$ cat config.mk
export PLATFORM = sky130hd
export DESIGN_NAME = byte_serializer_flat
export DESIGN_NICKNAME = d
export VERILOG_FILES = /design/src/rtl/byte_serializer_pkg.sv /design/src/rtl/byte_serializer_if.sv /design/src/rtl/serializer_buffer.sv /design/src/rtl/byte_serializer.sv /design/src/flat_wrapper.sv
export SDC_FILE = /design/constraint.sdc
export NUM_CORES = 1
export LEC_CHECK = 0
export ABC_AREA = 1
export CAP_MARGIN = 10
export CORE_UTILIZATION = 59
export CTS_CLUSTER_SIZE = 14
export DETAILED_ROUTE_END_ITERATION = 12
export PLACE_DENSITY = 0.93
export SETUP_SLACK_MARGIN = 0.02
export SYNTH_ARGS = -nofsm -noshare
export SYNTH_HDL_FRONTEND = slang
export SYNTH_HIERARCHICAL = 1
export SYNTH_SLANG_ARGS = --single-unit
$ cat constraint.sdc
create_clock -name clk -period 3.2 [get_ports clk]
set_clock_uncertainty 0.1 [all_clocks]
set_input_delay 0.64 -clock clk [delete_from_list [all_inputs] [get_ports clk]]
set_output_delay 0.64 -clock clk [all_outputs]
set_load 0.01 [all_outputs]
$ cat src/rtl/byte_serializer_pkg.sv
// Shared constants, state encoding and helpers for the byte serializer.
package byte_serializer_pkg;

  localparam int unsigned DEFAULT_WIDTH      = 8;
  localparam logic        IDLE_LEVEL_DEFAULT = 1'b0;
  localparam int unsigned BUF_DEPTH          = 2;

  typedef enum logic {
    ST_IDLE  = 1'b0,
    ST_SHIFT = 1'b1
  } state_e;

  // Width of a bit index into a WIDTH-bit word (at least one bit).
  function automatic int unsigned idx_width(input int unsigned w);
    return (w > 1) ? $clog2(w) : 1;
  endfunction

endpackage

$ cat src/rtl/byte_serializer_if.sv
// Load handshake and serial output bundle of the byte serializer.
interface byte_serializer_if #(
  parameter int unsigned WIDTH = byte_serializer_pkg::DEFAULT_WIDTH
);
  import byte_serializer_pkg::*;

  localparam int unsigned IDX_W = idx_width(WIDTH);

  logic [WIDTH-1:0] load_data;
  logic             load_valid;
  logic             load_ready;
  logic             data_out;
  logic             out_valid;
  logic [IDX_W-1:0] bit_index;

  modport master (
    output load_data, load_valid,
    input  load_ready, data_out, out_valid, bit_index
  );

  modport slave (
    input  load_data, load_valid,
    output load_ready, data_out, out_valid, bit_index
  );

endinterface

$ cat src/rtl/serializer_buffer.sv
// Two-entry in-order holding buffer; full/empty are registered flags.
module serializer_buffer
  import byte_serializer_pkg::*;
#(
  parameter int unsigned WIDTH = DEFAULT_WIDTH
) (
  input  logic             clk,
  input  logic             reset,
  input  logic             push,
  input  logic [WIDTH-1:0] push_data,
  input  logic             pop,
  output logic [WIDTH-1:0] pop_data,
  output logic             full,
  output logic             empty
);

  localparam int unsigned PTR_W = $clog2(BUF_DEPTH);
  localparam int unsigned CNT_W = $clog2(BUF_DEPTH + 1);

  logic [WIDTH-1:0] mem_q [BUF_DEPTH];
  logic [WIDTH-1:0] mem_d [BUF_DEPTH];
  logic [PTR_W-1:0] wr_ptr_q, wr_ptr_d;
  logic [PTR_W-1:0] rd_ptr_q, rd_ptr_d;
  logic [CNT_W-1:0] count_q, count_d;
  logic             full_q, full_d;
  logic             empty_q, empty_d;
  logic             do_push, do_pop;

  always_comb begin
    do_push  = push && !full_q;
    do_pop   = pop && !empty_q;
    mem_d    = mem_q;
    wr_ptr_d = wr_ptr_q;
    rd_ptr_d = rd_ptr_q;
    count_d  = count_q;

    if (do_push) begin
      mem_d[wr_ptr_q] = push_data;
      wr_ptr_d        = wr_ptr_q + PTR_W'(1);
    end
    if (do_pop) begin
      rd_ptr_d = rd_ptr_q + PTR_W'(1);
    end

    // Push and pop together leave occupancy unchanged.
    case ({do_push, do_pop})
      2'b10:   count_d = count_q + CNT_W'(1);
      2'b01:   count_d = count_q - CNT_W'(1);
      default: count_d = count_q;
    endcase

    full_d  = (count_d == CNT_W'(BUF_DEPTH));
    empty_d = (count_d == '0);
  end

  always_ff @(posedge clk or posedge reset) begin
    if (reset) begin
      wr_ptr_q <= '0;
      rd_ptr_q <= '0;
      count_q  <= '0;
      full_q   <= 1'b0;
      empty_q  <= 1'b1;
    end else begin
      wr_ptr_q <= wr_ptr_d;
      rd_ptr_q <= rd_ptr_d;
      count_q  <= count_d;
      full_q   <= full_d;
      empty_q  <= empty_d;
    end
  end

  // Storage needs no reset: occupancy gates every read.
  always_ff @(posedge clk) begin
    mem_q <= mem_d;
  end

  assign pop_data = mem_q[rd_ptr_q];
  assign full     = full_q;
  assign empty    = empty_q;

endmodule

$ cat src/rtl/byte_serializer.sv
// Parallel-to-serial converter: buffers up to two words and shifts them out MSB first.
module byte_serializer
  import byte_serializer_pkg::*;
#(
  parameter int unsigned WIDTH      = DEFAULT_WIDTH,
  parameter logic        IDLE_LEVEL = IDLE_LEVEL_DEFAULT
) (
  input logic               clk,
  input logic               reset,
  byte_serializer_if.slave  bus
);

  localparam int unsigned IDX_W = idx_width(WIDTH);

  state_e           state_q, state_d;
  logic [WIDTH-1:0] shift_q, shift_d;
  logic [IDX_W-1:0] idx_q, idx_d;
  logic             valid_q, valid_d;

  logic             buf_full, buf_empty;
  logic [WIDTH-1:0] head_data;
  logic             push_c, pop_c, load_next_c;

  assign push_c = bus.load_valid && !buf_full;

  serializer_buffer #(.WIDTH(WIDTH)) u_buf (
    .clk       (clk),
    .reset     (reset),
    .push      (push_c),
    .push_data (bus.load_data),
    .pop       (pop_c),
    .pop_data  (head_data),
    .full      (buf_full),
    .empty     (buf_empty)
  );

  // Next word is taken when idle or on the last bit of the current word.
  always_comb begin
    state_d     = state_q;
    shift_d     = shift_q;
    idx_d       = idx_q;
    valid_d     = valid_q;
    pop_c       = 1'b0;
    load_next_c = !buf_empty && ((state_q == ST_IDLE) || (idx_q == '0));

    if (load_next_c) begin
      pop_c   = 1'b1;
      shift_d = head_data;
      idx_d   = IDX_W'(WIDTH - 1);
      valid_d = 1'b1;
      state_d = ST_SHIFT;
    end else begin
      case (state_q)
        ST_SHIFT: begin
          if (idx_q == '0) begin
            state_d = ST_IDLE;
            shift_d = {WIDTH{IDLE_LEVEL}};
            idx_d   = '0;
            valid_d = 1'b0;
          end else begin
            shift_d = {shift_q[WIDTH-2:0], IDLE_LEVEL};
            idx_d   = idx_q - IDX_W'(1);
          end
        end
        default: state_d = ST_IDLE;
      endcase
    end
  end

  always_ff @(posedge clk or posedge reset) begin
    if (reset) begin
      state_q <= ST_IDLE;
      shift_q <= {WIDTH{IDLE_LEVEL}};
      idx_q   <= '0;
      valid_q <= 1'b0;
    end else begin
      state_q <= state_d;
      shift_q <= shift_d;
      idx_q   <= idx_d;
      valid_q <= valid_d;
    end
  end

  assign bus.data_out   = shift_q[WIDTH-1];
  assign bus.out_valid  = valid_q;
  assign bus.bit_index  = idx_q;
  assign bus.load_ready = !buf_full;

endmodule

$ cat src/flat_wrapper.sv
// flat-port wrapper written by rule: the top's interface ports become plain ports
module byte_serializer_flat import byte_serializer_pkg::*;
#(
  parameter int unsigned WIDTH      = DEFAULT_WIDTH,
  parameter logic        IDLE_LEVEL = IDLE_LEVEL_DEFAULT
)
  (clk, reset, bus_load_data, bus_load_valid, bus_load_ready, bus_data_out, bus_out_valid, bus_bit_index);
  byte_serializer_if #(.WIDTH(WIDTH)) bus_i ();
  input logic clk;
  input logic reset;
  input wire logic [$bits(bus_i.load_data)-1:0] bus_load_data;
  input wire logic [$bits(bus_i.load_valid)-1:0] bus_load_valid;
  output wire logic [$bits(bus_i.load_ready)-1:0] bus_load_ready;
  output wire logic [$bits(bus_i.data_out)-1:0] bus_data_out;
  output wire logic [$bits(bus_i.out_valid)-1:0] bus_out_valid;
  output wire logic [$bits(bus_i.bit_index)-1:0] bus_bit_index;
  assign bus_i.load_data = bus_load_data;
  assign bus_i.load_valid = bus_load_valid;
  assign bus_load_ready = bus_i.load_ready;
  assign bus_data_out = bus_i.data_out;
  assign bus_out_valid = bus_i.out_valid;
  assign bus_bit_index = bus_i.bit_index;
  byte_serializer #(.WIDTH(WIDTH), .IDLE_LEVEL(IDLE_LEVEL)) u_core (.clk(clk), .reset(reset), .bus(bus_i));
endmodule
==> run summary <==
The flow ran to the end, and the final reports show no timing, DRC or antenna violations. 17 I/O pins were placed. Number of enable flip-flop cells after synthesis: 16. The initial antenna violation count is 0. The average size of a mapped cell is 10.3 um^2, and the number of DRC markers after the initial detailed-route iteration is 18.

The number of nets in the synthesized netlist is 163, and the leakage power total is 0.860 nW. The starting density of the core is 62.7%. The category of the most critical setup path was reg -> reg. In this run the most critical hold path is launched from u_core/bus.out_valid$_DFFE_PP0P_.

The post-synth design cell area is 1550 um^2, and the maximum clock rate is 448 MHz. The tools report the cell total after placement as 195. The worst pin sits at a relative slew slack of 55.1%. The worst slack at placement was 831 ps. Detailed placement finished with a half-perimeter wire length of 1.94 mm.

Setup repair after global routing left no endpoint under its margin. The die covers 2840 um^2. Of the total synthesized cell area, the portion taken by full adders, half adders and majority gates is 0.805%. The worst hold path passes through 2 cells. The total of buffers placed on input and output ports was 16. For the finished layout, the period the worst path requires is 2230 ps. For this design, the slowest cell found on the critical path is dfrtp_1. Routability-driven placement finished with a final weighted congestion of 0.747. The post-cts resize count came out at 0. The xor-xnor portion of the synthesized cell area was 1.69%. The startpoint identified for the worst register-to-register timing path is u_core/state_q$_DFF_PP0_. The power density normalized to cell area was 910 nW/um^2; the final global-route overflow total was 0.

The clock reaches the later pin of the worst-skew pair after 340 ps. The run gives 5 as the TritonCTS buffer count. Synthesis-to-layout area growth: 15.8%. STA puts the critical path data required time at 3380 ps. The number of global-route vias before repair was 999; the global-route wire length before repair was 4.28 mm. The type of element capturing the critical path is a flip-flop. Detailed routing inserted a total of 1068 vias. Of the total synthesized cell area, the portion taken by AND, OR, NAND and NOR gates is 26.8%. In this run the worst path has a maximum fanout of 12. Dominant synthesized flop cell: dfrtp_1.

The highest ir drop seen on vdd was 0.731 mV. Adding up every negative setup slack in the final design gives 0 ps. The async set-or-reset flop fraction in the synthesized netlist was 54.3%.

For the number of distinct library cell variants in the gate-level netlist after synthesis, the log shows 26. The count of buffers added by post-CTS timing repair for setup came out at 0. Setup violations remaining at the end of the flow were counted as 0. The run gives 151 as the number of cells produced by synthesis.

TritonCTS built the clock tree. The run gives 2480 um^2 as the placeable core area. The tool flagged a number of max-cap violations equal to 0. After layout, the worst setup slack is 967 ps. The first TritonRoute pass finished after 4 iterations.

Walking the worst path, the cells encountered are nand2_2 > nand2_4 > inv_4 > inv_1 > or2_1 > inv_1 > ha_1 > inv_1 > nand3_2 > nand2_2 > nand2_2 > nor2_2. The logs give 0 for the post-route antenna net violation count and 970 ps for the slack of the worst reg-to-reg path. The routed design has 2.58 mm of wire. The x dimension of the die was 53.3 um.

The H-tree generated during clock tree synthesis spans 2 levels. Main combinational cell family by area after synthesis: simple AND/OR/NAND/NOR gates. Measured against the total synthesized area, the mux share comes to 0%. The type of the worst min-delay path is reg -> reg. The final clock period utilization by the worst path was 69.8%; the fraction of final layout cells with drive strength greater than 1 was 16.2%.

Data arrives at the worst endpoint at 2410 ps. The tools report the global-route usage over all layers as 23.4%. The tools report the total of hold buffers inserted after clock tree synthesis as 0. The final layout net count is 184, and the post-synthesis sequential area ratio is 61.6%. The tools report the maximum buffer depth of the clock tree as 2. The post-route DRC violation count was 0; the complex-gate fraction of the synthesized area was 3.86%.

Clock tree synthesis found a total of 35 sinks. The die extent in y came out at 53.3 um. Entering global routing, the biggest net connects 14 pins. The final number of hold-violating endpoints came out at 0.

The largest single stage delay on the critical path is 690 ps. The path with the worst hold slack has its endpoint at u_core/bus.out_valid$_DFFE_PP0P_. The number of max-slew violations in the final report was 0. For this run, the number of standard cells in the final layout without fillers is 203. The clock transition time at the flip-flop clock pins of the worst setup and hold paths is 100 ps.

In this run the critical register-to-register path is captured at u_core/u_buf/empty$_DFF_PP1_. Measured slew at the worst slew-check pin: 671 ps. STA classifies the critical path startpoint as a flip-flop. In the routed layout, each cell is associated on average with a via count of 5.26.

Measured in cells, the most critical reg-to-reg path has a length of 12. The cell sitting at the root of the clock tree is a clkbuf_4. The number of flip-flops and latches in the synthesized netlist was 35; the row count was 18.

The total inserted antenna cells was 0; the post-detailed-route wirelength per cell was 12.7 um. The count of yosys warnings during synthesis was 6.
## cells by family after synthesis
kind of cell | count (synthesis)
flops | 35
compound gates | 9
fa+ha+maj | 1
simple gates | 84
xor+xnor | 3
buf+inv | 19
## cell type report
cell class / instances / area [um^2]
sequential: 35 / 957
fill: 188 / 678
multi-input combinational: 97 / 515
timing repair buffer: 16 / 160
inverter: 17 / 68.8
clock buffer: 7 / 55.1
tap: 30 / 37.5
clock inverter: 1 / 5.00
## worst max path at each step
stage	slack, ps	endpoint	depth (start not counted)	from
final	970	u_core/u_buf/empty$_DFF_PP1_	12	u_core/state_q$_DFF_PP0_
after global routing	790	u_core/u_buf/empty$_DFF_PP1_	12	u_core/state_q$_DFF_PP0_
after CTS	990	u_core/u_buf/empty$_DFF_PP1_	12	u_core/state_q$_DFF_PP0_
after detailed placement	830	u_core/u_buf/mem_q[15]$_DFFE_PP_	5	bus_load_valid
after global placement	930	u_core/u_buf/mem_q[6]$_DFFE_PP_	5	bus_load_valid
after floorplan	1190	u_core/u_buf/full$_DFF_PP0_	12	u_core/bus.bit_index[0]$_DFFE_PP0P_
## routing by layer
metal  part of all wire [%]  track usage (%)  vias to the layer above  routed length, um
met5                      0                0                        -                  0
met1                     41             25.7                      507               1070
met4                    1.7             17.5                        0                 43
met3                    4.8             8.91                        4                124
li1                       -                -                      531                  -
met2                     52             36.0                       26               1350
## Yosys cell counts, types with 2 or more instances
| master | number | area (um^2) |
|---|---|---|
| a21oi_1 | 2 | 10.0 |
| dfrtp_1 | 18 | 450 |
| nand2_2 | 7 | 43.8 |
| o211ai_1 | 5 | 37.5 |
| nand2_4 | 2 | 22.5 |
| nand2_1 | 53 | 199 |
| nand3_1 | 10 | 50.1 |
| inv_1 | 13 | 48.8 |
| edfxtp_1 | 16 | 480 |
| nor2_1 | 4 | 15.0 |
| nand3_2 | 3 | 30.0 |
| inv_4 | 2 | 12.5 |
| xor2_1 | 2 | 17.5 |
| inv_2 | 2 | 7.51 |
## flip-flops by register name (all words and copies together) (netlist names)
name                   flops
u_core/state_q             1
u_core/u_buf/empty         1
u_core/bus.bit_index       3
u_core/bus.out_valid       1
u_core/u_buf/full          1
u_core/u_buf/rd_ptr_q      1
u_core/u_buf/count_q       2
u_core/u_buf/mem_q        16
u_core/shift_q             8
u_core/u_buf/wr_ptr_q      1
## cell usage in the layout (no fill, tap or decap), drive strengths merged, types with 2 or more instances in the layout
cell           count
a21oi              2
nand3             13
o211ai             5
edfxtp            16
clkdlybuf4s50     16
dfrtp             18
nor2               7
clkbuf             7
xor2               2
inv               17
nand2             62
## per-stage QoR
stage | utilization (%) | hold slack (ps) | power, mW | cell area [um^2]
floorplan | - | 330 | 1.22 | 1550
global placement | 70.2 | 361 | 1.36 | 1740
detailed placement | 70.2 | 374 | 1.41 | 1740
CTS | 72.6 | 400 | 1.65 | 1800
global route | 72.6 | 419 | 1.77 | 1800
finish | 72.6 | 393 | 1.64 | 1800
## power breakdown
group / internal (mW) / switching [mW]
combinational: 0.255 / 0.381
sequential: 0.634 / 0.126
clock: 0.106 / 0.136
total: 0.995 / 0.643
## worst max-delay path, delay by kind of cell (launching register included)
family,cells,cell delay [ps]
adder cells (fa/ha/maj),1,320
AND/OR/NAND/NOR,7,810
flip-flops,1,690
buffers and inverters,4,250
(Power assumes the default switching activity.)
